==> src/rtl/pixel_unpack.sv <==
// pixel_unpack: takes R, G and B channel words in strict rotation from a shared
// 32-bit bus and emits eight 12-bit {R,G,B} nibble pixels per triplet.
// It also tracks the frame position and flags the first and last pixel.
// Optional build macro PIX_LSB_FIRST_EN: when defined, pixel 0 comes from
// bits [3:0] of each word. When undefined, pixel 0 comes from bits [31:28].
module pixel_unpack #(
  parameter int unsigned NUM_PIXELS = 307200
) (
  input  logic        clk,
  input  logic        rst,
  input  logic        en,
  input  logic [31:0] in_data,
  input  logic        r_rts,
  output logic        r_rtr,
  input  logic        g_rts,
  output logic        g_rtr,
  input  logic        b_rts,
  output logic        b_rtr,
  output logic [11:0] pix_data,
  output logic        pix_rts,
  input  logic        pix_rtr,
  output logic        pix_sof,
  output logic        pix_eof
);

  typedef enum logic [1:0] {
    LOAD_R,
    LOAD_G,
    LOAD_B,
    EMIT
  } state_t;

  localparam logic [18:0] LAST_PIX = 19'(NUM_PIXELS - 1);

  state_t      state_q, state_d;
  logic [2:0]  idx_q, idx_d;
  logic [18:0] pix_cnt_q, pix_cnt_d;
  logic [31:0] r_word_q, r_word_d;
  logic [31:0] g_word_q, g_word_d;
  logic [31:0] b_word_q, b_word_d;
  logic [4:0]  nib_lsb;

  // State and datapath registers; asynchronous reset clears everything.
  always_ff @(posedge clk or posedge rst) begin
    if (rst) begin
      state_q   <= LOAD_R;
      idx_q     <= '0;
      pix_cnt_q <= '0;
      r_word_q  <= '0;
      g_word_q  <= '0;
      b_word_q  <= '0;
    end else begin
      state_q   <= state_d;
      idx_q     <= idx_d;
      pix_cnt_q <= pix_cnt_d;
      r_word_q  <= r_word_d;
      g_word_q  <= g_word_d;
      b_word_q  <= b_word_d;
    end
  end

  // Next-state logic. A ready is decoded from state alone, so inside a
  // load state the channel's rts alone means a transfer. en overrides
  // every transfer in the same cycle.
  always_comb begin
    state_d   = state_q;
    idx_d     = idx_q;
    pix_cnt_d = pix_cnt_q;
    r_word_d  = r_word_q;
    g_word_d  = g_word_q;
    b_word_d  = b_word_q;
    if (en) begin
      state_d   = LOAD_R;
      idx_d     = '0;
      pix_cnt_d = '0;
      r_word_d  = '0;
      g_word_d  = '0;
      b_word_d  = '0;
    end else begin
      unique case (state_q)
        LOAD_R: begin
          if (r_rts) begin
            r_word_d = in_data;
            state_d  = LOAD_G;
          end
        end
        LOAD_G: begin
          if (g_rts) begin
            g_word_d = in_data;
            state_d  = LOAD_B;
          end
        end
        LOAD_B: begin
          if (b_rts) begin
            b_word_d = in_data;
            state_d  = EMIT;
          end
        end
        EMIT: begin
          if (pix_rtr) begin
            idx_d     = idx_q + 3'd1;
            pix_cnt_d = (pix_cnt_q == LAST_PIX) ? '0 : pix_cnt_q + 19'd1;
            if (idx_q == 3'd7) begin
              state_d = LOAD_R;
            end
          end
        end
        default: state_d = LOAD_R;
      endcase
    end
  end

  // Output decode from registers only, so the pixel holds under backpressure.
  // In the MSB-first build nibble idx sits at bit 4*(7-idx), and 7-idx is ~idx.
  always_comb begin
`ifdef PIX_LSB_FIRST_EN
    nib_lsb = {idx_q, 2'b00};
`else
    nib_lsb = {~idx_q, 2'b00};
`endif
    r_rtr    = (state_q == LOAD_R);
    g_rtr    = (state_q == LOAD_G);
    b_rtr    = (state_q == LOAD_B);
    pix_rts  = (state_q == EMIT);
    pix_data = '0;
    if (pix_rts) begin
      pix_data = {r_word_q[nib_lsb +: 4], g_word_q[nib_lsb +: 4], b_word_q[nib_lsb +: 4]};
    end
    pix_sof  = pix_rts && (pix_cnt_q == '0);
    pix_eof  = pix_rts && (pix_cnt_q == LAST_PIX);
  end

endmodule
==> config.mk <==
export PLATFORM = sky130hd
export DESIGN_NAME = pixel_unpack
export DESIGN_NICKNAME = d
export VERILOG_FILES = /design/src/rtl/pixel_unpack.sv
export SDC_FILE = /design/constraint.sdc
export NUM_CORES = 1
export LEC_CHECK = 0
export ABC_AREA = 1
export BUFFER_PORTS_ARGS = -buffer_cell sky130_fd_sc_hd__buf_2
export CORE_ASPECT_RATIO = 1.25
export CORE_MARGIN = 10
export CORE_UTILIZATION = 34
export DETAILED_ROUTE_END_ITERATION = 8
export HOLD_SLACK_MARGIN = 0.05
export PLACE_DENSITY = 0.47
export RECOVER_POWER = 100
export SLEW_MARGIN = 20
export SYNTH_ARGS = -nofsm -noshare
export SYNTH_HDL_FRONTEND = slang
export SYNTH_SLANG_ARGS = --single-unit
==> constraint.sdc <==
create_clock -name clk -period 5 [get_ports clk]
set_input_delay 1 -clock clk [delete_from_list [all_inputs] [get_ports clk]]
set_output_delay 1 -clock clk [all_outputs]
set_load 0.01 [all_outputs]
---- After elaboration in Yosys (flattened, before gate mapping) ----
Index checks and enable logic that the tools add are counted.
cells by class
  reductions and logical operators ........ 17
  shift operators ......................... 3
  bitwise gates (word level) .............. 1
  $add $sub $neg .......................... 2
  equal/unequal tests ..................... 10
  multiplexer cells ....................... 24
operators with widths
  cell                                                              count
  32-bit 2-to-1 mux                                                 9
  32-bit by 6-bit variable part select with 4-bit output            3
  19-bit 2-to-1 mux                                                 4
  19-bit by 1-bit adder with 19-bit output (second input constant)  1
  19-bit == test (second input constant)                            1
  19-bit zero test                                                  1
  2-bit nonzero test                                                8
  12-bit 2-to-1 mux                                                 1
  2-bit 2-to-1 mux                                                  6
  3-bit 2-to-1 mux                                                  3
  3-bit != test (second input constant)                             3
  2-bit case mux with 4 select lines                                1
  2-bit AND reduction                                               4
  3-bit by 2-bit != test with 1-bit output (second input constant)  2
  5-bit AND reduction                                               1
  2-bit == test (second input constant)                             2
  3-bit by 1-bit adder with 3-bit output (second input constant)    1
  3-bit == test (second input constant)                             1
  3-bit inverter                                                    1
  2-bit by 1-bit == test with 1-bit output (second input constant)  1
  1-bit logical AND                                                 2
  2-bit zero test                                                   1
word-level totals
  register bits ........................... 120
  word-level logic and storage cells ...... 63
  input bits .............................. 39
  output and inout port bits .............. 18

---- Longest topological paths before layout ----
Gate-level depths: netlist of the first run.
  word-level depth ........................ 5
  mapped depth ............................ 10

---- Worst setup path before layout of the first run ----
OpenSTA, ideal clock, no wires.
  path type ............................... reg2out
  start point ............................. register state_q[1]
  end point ............................... output pix_sof
  required time ........................... 4.000 ns
  path slack .............................. 2.698 ns
  cell stages (with the launch flop) ...... 6
  arrival time ............................ 1.302 ns
  path through ............................ dfrtp_1 ha_1 buf_2 nand3_1 nor4_1 nor3b_1
between the ends
  word-level cells in the longest chain between the ends .. 2
RTL lines
  element                 line  text
  from (decl)             35    state_t state_q, state_d;
  from (signal assigned)  53    state_q <= state_d;
  2-bit == test           124   pix_rts = (state_q == EMIT);
  named net pix_rts       20    output logic pix_rts,
  1-bit logical AND       129   pix_sof = pix_rts && (pix_cnt_q == '0);
  to (decl)               22    output logic pix_sof,
The timed path passes the listed nets, and every way through them passes these cells.

---- Worst setup path after layout of the first run ----
  start point ............................. input en
  end point ............................... register b_word_q[14]
between the ends
  word-level cells in the longest chain between the ends .. 2
RTL lines
  element                               line  text
  from (decl)                           11    input logic en,
  2-bit nonzero test (no source line)   -
  2-bit AND reduction (no source line)  -
  to (signal assigned)                  58    b_word_q <= b_word_d;
  to (decl)                             40    logic [31:0] b_word_q, b_word_d;
Parallel ways exist; a longest one is shown, timed or not.
A chain may end at the register's enable or synchronous reset.

==> results of run 1 <==
[cell usage after synthesis]
master    number
a21boi_2       1
a21oi_1       30
a22o_1         1
buf_2         11
buf_4          2
buf_6          8
clkbuf_1      17
clkinv_1       1
dfrtp_1      120
ha_1           8
inv_1        104
inv_2          1
inv_6          1
mux2_2        56
nand2_1      119
nand2_2       10
nand2_4        2
nand3_1       31
nand4_1        7
nand4_4        1
nor2_1       103
nor2_2         3
nor2_4         5
nor3_1         2
nor3b_1        1
nor4_1         3
o211ai_1      12
o21ai_0       90
o21ai_1        1
o22ai_1        1
xnor2_1        1
xor2_1         5
[through the flow]
stage | worst slack (ns) | std cells | util (%) | instance area [sq um] | hold WS (ns)
floorplan | 0.8142 | 758 | - | 6389 | 0.4751
global route | 0.8884 | 1044 | 39.18 | 7303 | 0.5075
CTS | 1.483 | 1044 | 39.50 | 7362 | 0.5023
detailed placement | 1.937 | 1012 | 36.32 | 6769 | 0.4895
finish | 1.196 | 1044 | 39.18 | 7303 | 0.4989
global placement | 1.898 | 1012 | 36.32 | 6769 | 0.4844
[sequential cells by signal (all words and copies together), names as in the netlist]
signal / count
pix_cnt_q: 19
r_word_q: 32
state_q: 2
idx_q: 3
g_word_q: 32
b_word_q: 32
[report_power, final]
group	internal (uW)	switching (uW)	total [uW]
sequential	1100	56.8	1160
clock	745	486	1230
combinational	202	367	569
total	2050	910	2960
[kinds of logic (layout without fill, tap and decap cells)]
family	Yosys count	after routing	share of synthesized area [%]
adders and majority gates	8	8	1.567
buffers and inverters	145	199	9.871
AOI/OAI and AO/OA	136	136	11.30
and+or+nand+nor	287	287	19.57
muxes	56	56	9.871
xor gates and xnor gates	6	6	0.8226
DFF	120	120	47.00
[worst paths after layout]
kind | start | end | slack [ns]
worst max-delay path | en | b_word_q[14] | 1.20
worst min-delay path | b_word_q[21] | b_word_q[21] | 0.50
worst max register to register | state_q[1] | pix_cnt_q[16] | 2.31
worst min register to register | b_word_q[21] | b_word_q[21] | 0.50
max in group asynchronous | rst | idx_q[0] | 2.28
min in group asynchronous | rst | b_word_q[8] | 1.31
[worst max-delay path, stage by stage]
cell and delay, ns:
clkbuf_1 1.38, inv_6 0.09, nand2_1 1.17, mux2_2 0.43
[metal layers]
metal / up-vias / global-route usage [%] / wire, um / share of wire [%]
li1: 2513 / - / - / -
met1: 2469 / 18.27 / 7832 / 46
met2: 88 / 23.97 / 8459 / 49
met3: 23 / 3.372 / 562 / 3.3
met4: 0 / 5.383 / 331 / 1.9
met5: - / 0 / 0 / 0
[area by class of cell]
| class | count | area [sq um] | share of cell area [%] |
|---|---|---|---|
| multi-input cells | 493 | 2720 | 37.25 |
| inverters | 107 | 407.9 | 5.585 |
| repair buffers | 60 | 287.8 | 3.940 |
| flip-flops and latches | 120 | 3004 | 41.13 |
| clock buffers | 18 | 429.2 | 5.876 |
| well taps | 232 | 290.3 | 3.975 |
| clock inverters | 14 | 163.9 | 2.244 |
==> impl_metrics.py, run 1 <==
metrics = {
    "global_routing": {
        "antenna_found_initial": 0,
        "track_usage_pct": 14.63,
        "grt_pass1_vias": 5285,
        "grt_overflow": 0,
        "grt_pass1_wl_um": 28460,
        "grt_max_degree": 82,
    },
    "floorplan": {
        "start_util_pct": 34.28,
        "num_rows": 56,
        "die_h_um": 173.3,
        "ios": 57,
        "dieWidth_um": 142.6,
        "die_area_sq_um": 24710,
        "coreArea_sq_um": 18640,
    },
    "cts": {
        "ctsHtreeMaxLevel": 4,
        "cts_buffers": 17,
        "cts_resized": 0,
        "path_clk_slew_ns": 0.06,
        "cts_tree": "built",
        "max-clock-path-buffers": 2,
        "clk_latency_ns": 0.42,
        "cts_setup_buffers": 0,
        "cts.sinks": 120,
        "ctsHoldBuffers": 0,
        "cts-root-buf": "clkbuf_16",
    },
    "logic_synthesis": {
        "syn_inst": 758,
        "synth_nets": 805,
        "synthTopCellsByArea": "dfrtp_1, mux2_2, o21ai_0",
        "synth_seq_cells": 120,
        "yosysUniqueCellTypes": 32,
        "yosysWarnings": 0,
        "syn_avg_cell_area_sq_um": 8.428,
        "netlist_area_sq_um": 6389,
        "synth-seq-area-share_pct": 47.00,
        "synth_area_leader_cell": "dfrtp_1",
        "yosys.area.top_type_share_pct": 47.00,
    },
    "place": {
        "detailed_place_hpwl_um": 11820,
        "gp_congestion": 0.8293,
        "port_buffers": 56,
    },
    "power_and_ir_drop": {
        "ir_worst_vdd_mv": 0.2412,
        "leakagePower_uw": 0.003344,
        "power_uw": 2959,
        "p_per_area_nw_per_um2": 405.2,
    },
    "job": {
        "drv_cap": 3,
    },
    "routing": {
        "first_pass_iters": 4,
        "wl_per_cell_um": 16.46,
        "drc": 0,
        "drt-initial-drc-count": 280,
        "drt-total-wl_um": 17190,
        "postRouteAntennaNets": 0,
        "via_count": 5093,
        "routed_via_density": 4.878,
    },
    "layout": {
        "drive_gt1_share_pct": 18.10,
        "mostFrequentLayoutCell": "nand2_1",
        "n_antenna_cell": 0,
        "final_cell_mix": "nand2_1, dfrtp_1, nor2_1",
        "num-nets-final": 846,
        "area_growth_pct": 14.32,
        "num-fill-cells": 1931,
    },
    "sta": {
        "rsz0062_at_grt": "false",
        "report.final.slew_viol_count": 126,
        "maxSlewHeadroom_pct": -77.56,
        "finClkSkew_ns": 0.01269,
        "period_share_pct": 76.08,
        "fin_crit_ns": 3.804,
        "finalSetupViolations": 0,
        "hold_viol": 0,
        "worst_pin_slew_ns": 2.649,
        "fin_setup_tns_ns": 0,
        "max_freq_mhz": 262.9,
    },
    "outcome": {
        "violations": "max-capacitance violations, max-slew violations",
        "status": "finished with violations",
    },
    "min_path": {
        "worstHoldPathCells": 1,
        "hp-class": "reg -> reg",
    },
    "worst_setup_path": {
        "critPathCaptureType": "register",
        "reg2regPathDepth": 9,
        "cp.required_ns": 5.29,
        "crit_fanout": 35,
        "worstSetupPathType": "in -> reg",
        "critPathArrivalTime_ns": 4.09,
        "critPathLaunchType": "input pin",
    },
}
Note: power is estimated with default switching activity, not from simulation.
==> inputs of run 2 (changes only) <==
- PLACE_DENSITY: 0.47 -> 0.49
- clock period: 5 -> 3.4 ns (I/O delays scaled with it)
==> impl_metrics.py, run 2 (synthesized netlist as in run 1, its figures left out) <==
metrics = {
    "outcome": {
        "status": "finished with violations",
        "violations": "max-capacitance violations, max-slew violations",
    },
    "cts": {
        "clk_latency_ns": 0.42,
        "max-clock-path-buffers": 2,
        "ctsHtreeMaxLevel": 4,
        "cts-root-buf": "clkbuf_16",
        "cts_setup_buffers": 0,
        "path_clk_slew_ns": 0.06,
        "cts_resized": 0,
        "ctsHoldBuffers": 0,
        "cts.sinks": 120,
        "cts_tree": "built",
        "cts_buffers": 17,
    },
    "layout": {
        "n_antenna_cell": 0,
        "final_cells": 1047,
        "num-fill-cells": 1924,
        "drive_gt1_share_pct": 18.40,
        "final_cell_mix": "nand2_1, dfrtp_1, nor2_1",
        "mostFrequentLayoutCell": "nand2_1",
        "area_growth_pct": 14.75,
        "top_regs": "b_word_q x32, g_word_q x32, r_word_q x32",
        "num-nets-final": 849,
    },
    "routing": {
        "via_count": 5054,
        "drt-total-wl_um": 17570,
        "drc": 0,
        "top_layer": "met4",
        "wl_met1_um": 8277,
        "wl_per_cell_um": 16.78,
        "postRouteAntennaNets": 0,
        "routed_via_density": 4.827,
        "dr_wl_met3_um": 630,
        "route.met2.wl_um": 8422,
        "drt-initial-drc-count": 271,
        "first_pass_iters": 5,
    },
    "worst_setup_path": {
        "critPathCaptureType": "primary output",
        "crit_slowest_cell": "dfrtp_2",
        "worst_path_most_repeated_cell": "nor2_1",
        "path_buf_inv": 2,
        "critPathLaunchType": "register",
        "critPathArrivalTime_ns": 2.41,
        "cp_top_family": "buffers and inverters",
        "worstSetupPathType": "reg -> out",
        "cp.required_ns": 2.72,
        "crit_chain": "clkinv_1, a21oi_1, o21ai_0, nand2_1, nor2_1, nor2_1, clkbuf_1",
        "crit_fanout": 27,
        "cp_slowest_stage_delay_ns": 0.61,
    },
    "floorplan": {
        "dieWidth_um": 142.6,
        "die_area_sq_um": 24710,
        "start_util_pct": 34.28,
        "ios": 57,
        "num_rows": 56,
        "die_h_um": 173.3,
        "coreArea_sq_um": 18640,
    },
    "min_path": {
        "hp-class": "in -> async",
    },
    "job": {
        "drv_cap": 2,
    },
    "place": {
        "numPlacedInstances": 1015,
        "detailed_place_hpwl_um": 12310,
        "port_buffers": 56,
        "gp_congestion": 0.8403,
    },
    "sta": {
        "max_freq_mhz": 323.6,
        "rsz0062_at_grt": "false",
        "finClkSkew_ns": 0.01047,
        "fin_crit_ns": 3.090,
        "maxSlewHeadroom_pct": -1.765,
        "hold_viol": 0,
        "period_share_pct": 90.89,
        "worst_pin_slew_ns": 1.523,
        "fin_setup_tns_ns": 0,
        "finalSetupViolations": 0,
        "report.final.slew_viol_count": 95,
    },
    "global_routing": {
        "grt_overflow": 0,
        "track_usage_pct": 14.69,
        "grt_pass1_wl_um": 28680,
        "grt_pass1_vias": 5107,
        "grt_max_degree": 62,
        "antenna_found_initial": 0,
    },
    "power_and_ir_drop": {
        "ir_worst_vdd_mv": 0.3436,
        "p_per_area_nw_per_um2": 597.4,
        "leakagePower_uw": 0.003360,
    },
}
==> run 2: cell count changes in the layout (fill, tap and decap cells not counted) <==
| cell | change |
|---|---|
| inv_6 | -2 |
| buf_4 | -1 |
| a21boi_2 | -1 |
| nand2_2 | +1 |
| clkinv_4 | -1 |
| buf_12 | +1 |
| clkinv_2 | +2 |
| clkbuf_2 | +2 |
| a21boi_0 | +1 |
| inv_8 | +2 |
| nand2_1 | -1 |
==> run 2: worst paths after layout <==
kind	startpoint	endpoint	slack [ns]	cells past startpoint
setup / recovery	idx_q[0]	pix_data[10]	0.31	7
max in group asynchronous	rst	idx_q[0]	0.99	3
hold reg to reg	r_word_q[16]	r_word_q[16]	0.50	1
min in group clk	r_word_q[16]	r_word_q[16]	0.50	1
hold / removal	rst	pix_cnt_q[8]	0.39	2
setup reg to reg	state_q[1]	pix_cnt_q[16]	0.53	10
==> run 2: where the power goes <==
part	leakage [uW]	internal [uW]	switching [uW]
registers	0.00160	1620	95.1
logic	0.00147	297	540
clock network	0.000292	1100	731
total	0.00336	3010	1370
==> run 2: metrics by stage <==
stage / hold WS [ns] / util, % / instance area [sq um] / setup WS (ns) / power [uW]
finish: 0.3905 / 39.33 / 7331 / 0.3099 / 4379
detailed placement: 0.4899 / 36.58 / 6818 / 0.7675 / 2607
CTS: 0.2969 / 39.78 / 7413 / 0.3196 / 4446
global placement: 0.4856 / 36.58 / 6818 / 0.7837 / 2604
global route: 0.4588 / 39.33 / 7331 / 0.1156 / 4601
floorplan: 0.4751 / - / 6392 / 1.251 / 2336
==> run 2: final cells by class <==
cell class,count,area [sq um],share of cell area (%)
multi-input cells,493,2719,37.09
inverters,107,407.9,5.564
clock inverters,15,170.2,2.321
well taps,232,290.3,3.960
flip-flops and latches,120,3004,40.98
repair buffers,63,314.1,4.284
clock buffers,17,425.4,5.803
==> run 2: worst register-to-register path, stage by stage (launching register included) <==
cell and delay [ns]:
dfrtp_1 0.40, ha_1 0.22, clkbuf_1 0.67, nand2_2 0.12, nand2_1 0.47, nand2_1 0.22, nor2_1 0.38, nand3_1 0.13
nand2_1 0.08, nand2_1 0.05, nor2_1 0.08
==> run 2: layer usage <==
metal | global-route usage [%] | up-vias
met5 | 0 | -
met4 | 4.522 | 0
met3 | 3.646 | 18
met2 | 23.26 | 83
met1 | 19.24 | 2427
li1 | - | 2526
==> inputs of run 3 (changes only) <==
- SETUP_SLACK_MARGIN: default -> 0.5
==> impl_metrics.py, run 3 (synthesized netlist as in run 1, its figures left out) <==
metrics = {
    "power_and_ir_drop": {
        "p_seq_share_pct": 39.2,
        "power.internal_uw": 3016,
        "ir_worst_vdd_mv": 0.3428,
        "switching_share_pct": 31.17,
        "combPwrFrac_pct": 19.1,
        "p_per_area_nw_per_um2": 596.2,
        "p_sw_uw": 1366,
        "leakagePower_uw": 0.003359,
        "clkPwrFrac_pct": 41.7,
    },
    "worst_setup_path": {
        "crit_fanout": 16,
        "cp.required_ns": 2.72,
        "critPathLaunchType": "register",
        "critPathCaptureType": "primary output",
        "ff2ff_setup_slack_ns": 0.57,
        "critPathArrivalTime_ns": 2.17,
        "worstSetupPathType": "reg -> out",
    },
    "sta": {
        "finalSetupViolations": 0,
        "fin_setup_tns_ns": 0,
        "fin_crit_ns": 2.852,
        "period_share_pct": 83.88,
        "worst_pin_slew_ns": 1.525,
        "hold_viol": 0,
        "setup_ws_ns": 0.5479,
        "finClkSkew_ns": 0.009072,
        "maxSlewHeadroom_pct": -1.662,
        "rsz0062_at_grt": "false",
        "max_freq_mhz": 350.6,
        "report.final.slew_viol_count": 95,
    },
    "layout": {
        "num-nets-final": 849,
        "area_growth_pct": 15.02,
        "mostFrequentLayoutCell": "nand2_1",
        "final_cells": 1047,
        "multi_input_area_sq_um": 2724,
        "seq_area_sq_um": 3008,
        "final_cell_mix": "nand2_1, dfrtp_1, nor2_1",
        "num-fill-cells": 1921,
        "drive_gt1_share_pct": 18.65,
        "top_regs": "b_word_q x32, g_word_q x32, r_word_q x32",
        "n_antenna_cell": 0,
    },
    "routing": {
        "drt-initial-drc-count": 299,
        "first_pass_iters": 4,
        "wl_per_cell_um": 16.78,
        "via_count": 5043,
        "routed_via_density": 4.817,
        "drt-total-wl_um": 17560,
        "postRouteAntennaNets": 0,
        "drc": 0,
    },
    "job": {
        "drv_cap": 2,
    },
    "place": {
        "numPlacedInstances": 1015,
        "detailed_place_hpwl_um": 12310,
        "preCtsSetupSlack_ns": 0.7675,
        "port_buffers": 56,
        "gp_congestion": 0.8403,
    },
    "cts": {
        "cts-root-buf": "clkbuf_16",
        "max-clock-path-buffers": 2,
        "cts.sinks": 120,
        "clk_latency_ns": 0.42,
        "ctsHoldBuffers": 0,
        "cts_tree": "built",
        "ctsHtreeMaxLevel": 4,
        "path_clk_slew_ns": 0.06,
        "cts_buffers": 17,
    },
    "outcome": {
        "status": "finished with violations",
        "violations": "max-capacitance violations, max-slew violations",
    },
    "floorplan": {
        "die_area_sq_um": 24710,
        "die_h_um": 173.3,
        "num_rows": 56,
        "coreArea_sq_um": 18640,
        "ios": 57,
        "start_util_pct": 34.28,
        "dieWidth_um": 142.6,
    },
    "global_routing": {
        "antenna_found_initial": 0,
        "grt_max_degree": 62,
        "grt_overflow": 0,
        "grt_pass1_vias": 5107,
        "track_usage_pct": 14.69,
        "grt_pass1_wl_um": 28680,
    },
    "min_path": {
        "hp-class": "in -> async",
    },
}
run 3: cell counts in the layout (fill, tap and decap cells not counted):
Identical to the previous run, type by type.
run 3: layout make-up:
cell class                 instances  share of cell area [%]
tap                              232                   3.950
clock buffer                      17                   5.789
multi-input combinational        493                   37.07
sequential                       120                   40.93
clock inverter                    15                   2.316
timing repair buffer              63                   4.376
inverter                         107                   5.568
run 3: repair_timing:
item	in CTS	in global routing
resized for setup	2	4
gates cloned	0	0
setup endpoints to repair	12	12
setup buffers	0	0
run 3: path summary, 6_finish.rpt:
check                               endpoint  depth (start not counted)         start
worst min register to register  g_word_q[29]                          1  g_word_q[29]
min in group clk                g_word_q[29]                          1  g_word_q[29]
worst max-delay path             pix_data[3]                          5    state_q[1]
max in group asynchronous           idx_q[0]                          3           rst
worst max register to register  pix_cnt_q[9]                          9    state_q[1]
worst min-delay path            pix_cnt_q[8]                          2           rst
run 3: stage by stage:
step	hold slack (ns)	instance area [sq um]	utilization (%)	total power (uW)
floorplan	0.4751	6392	-	2336
global placement	0.4856	6818	36.58	2604
global route	0.4588	7348	39.43	4602
detailed placement	0.4899	6818	36.58	2607
finish	0.3926	7348	39.43	4381
CTS	0.2969	7418	39.80	4447
run 3: routing by layer:
layer	track usage [%]	vias to the layer above	wire, um
met5	0	-	0
met2	23.22	103	8336
li1	-	2522	-
met3	3.646	17	846
met1	19.27	2401	8172
met4	4.522	0	208
run 3: worst max-delay path: stages (launching register included):
cell and delay [ns]:
dfrtp_1 0.40, ha_1 0.22, clkbuf_1 0.66, nand2_1 0.14
nor2_1 0.16, clkbuf_1 0.18
run 3: power groups by stage:
stage	Combinational [uW]	Clock [uW]	Sequential (uW)
floorplan	634	0	1700
global placement	864	0	1740
detailed placement	867	0	1740
CTS	870	1860	1720
global route	937	1930	1740
finish	836	1830	1720
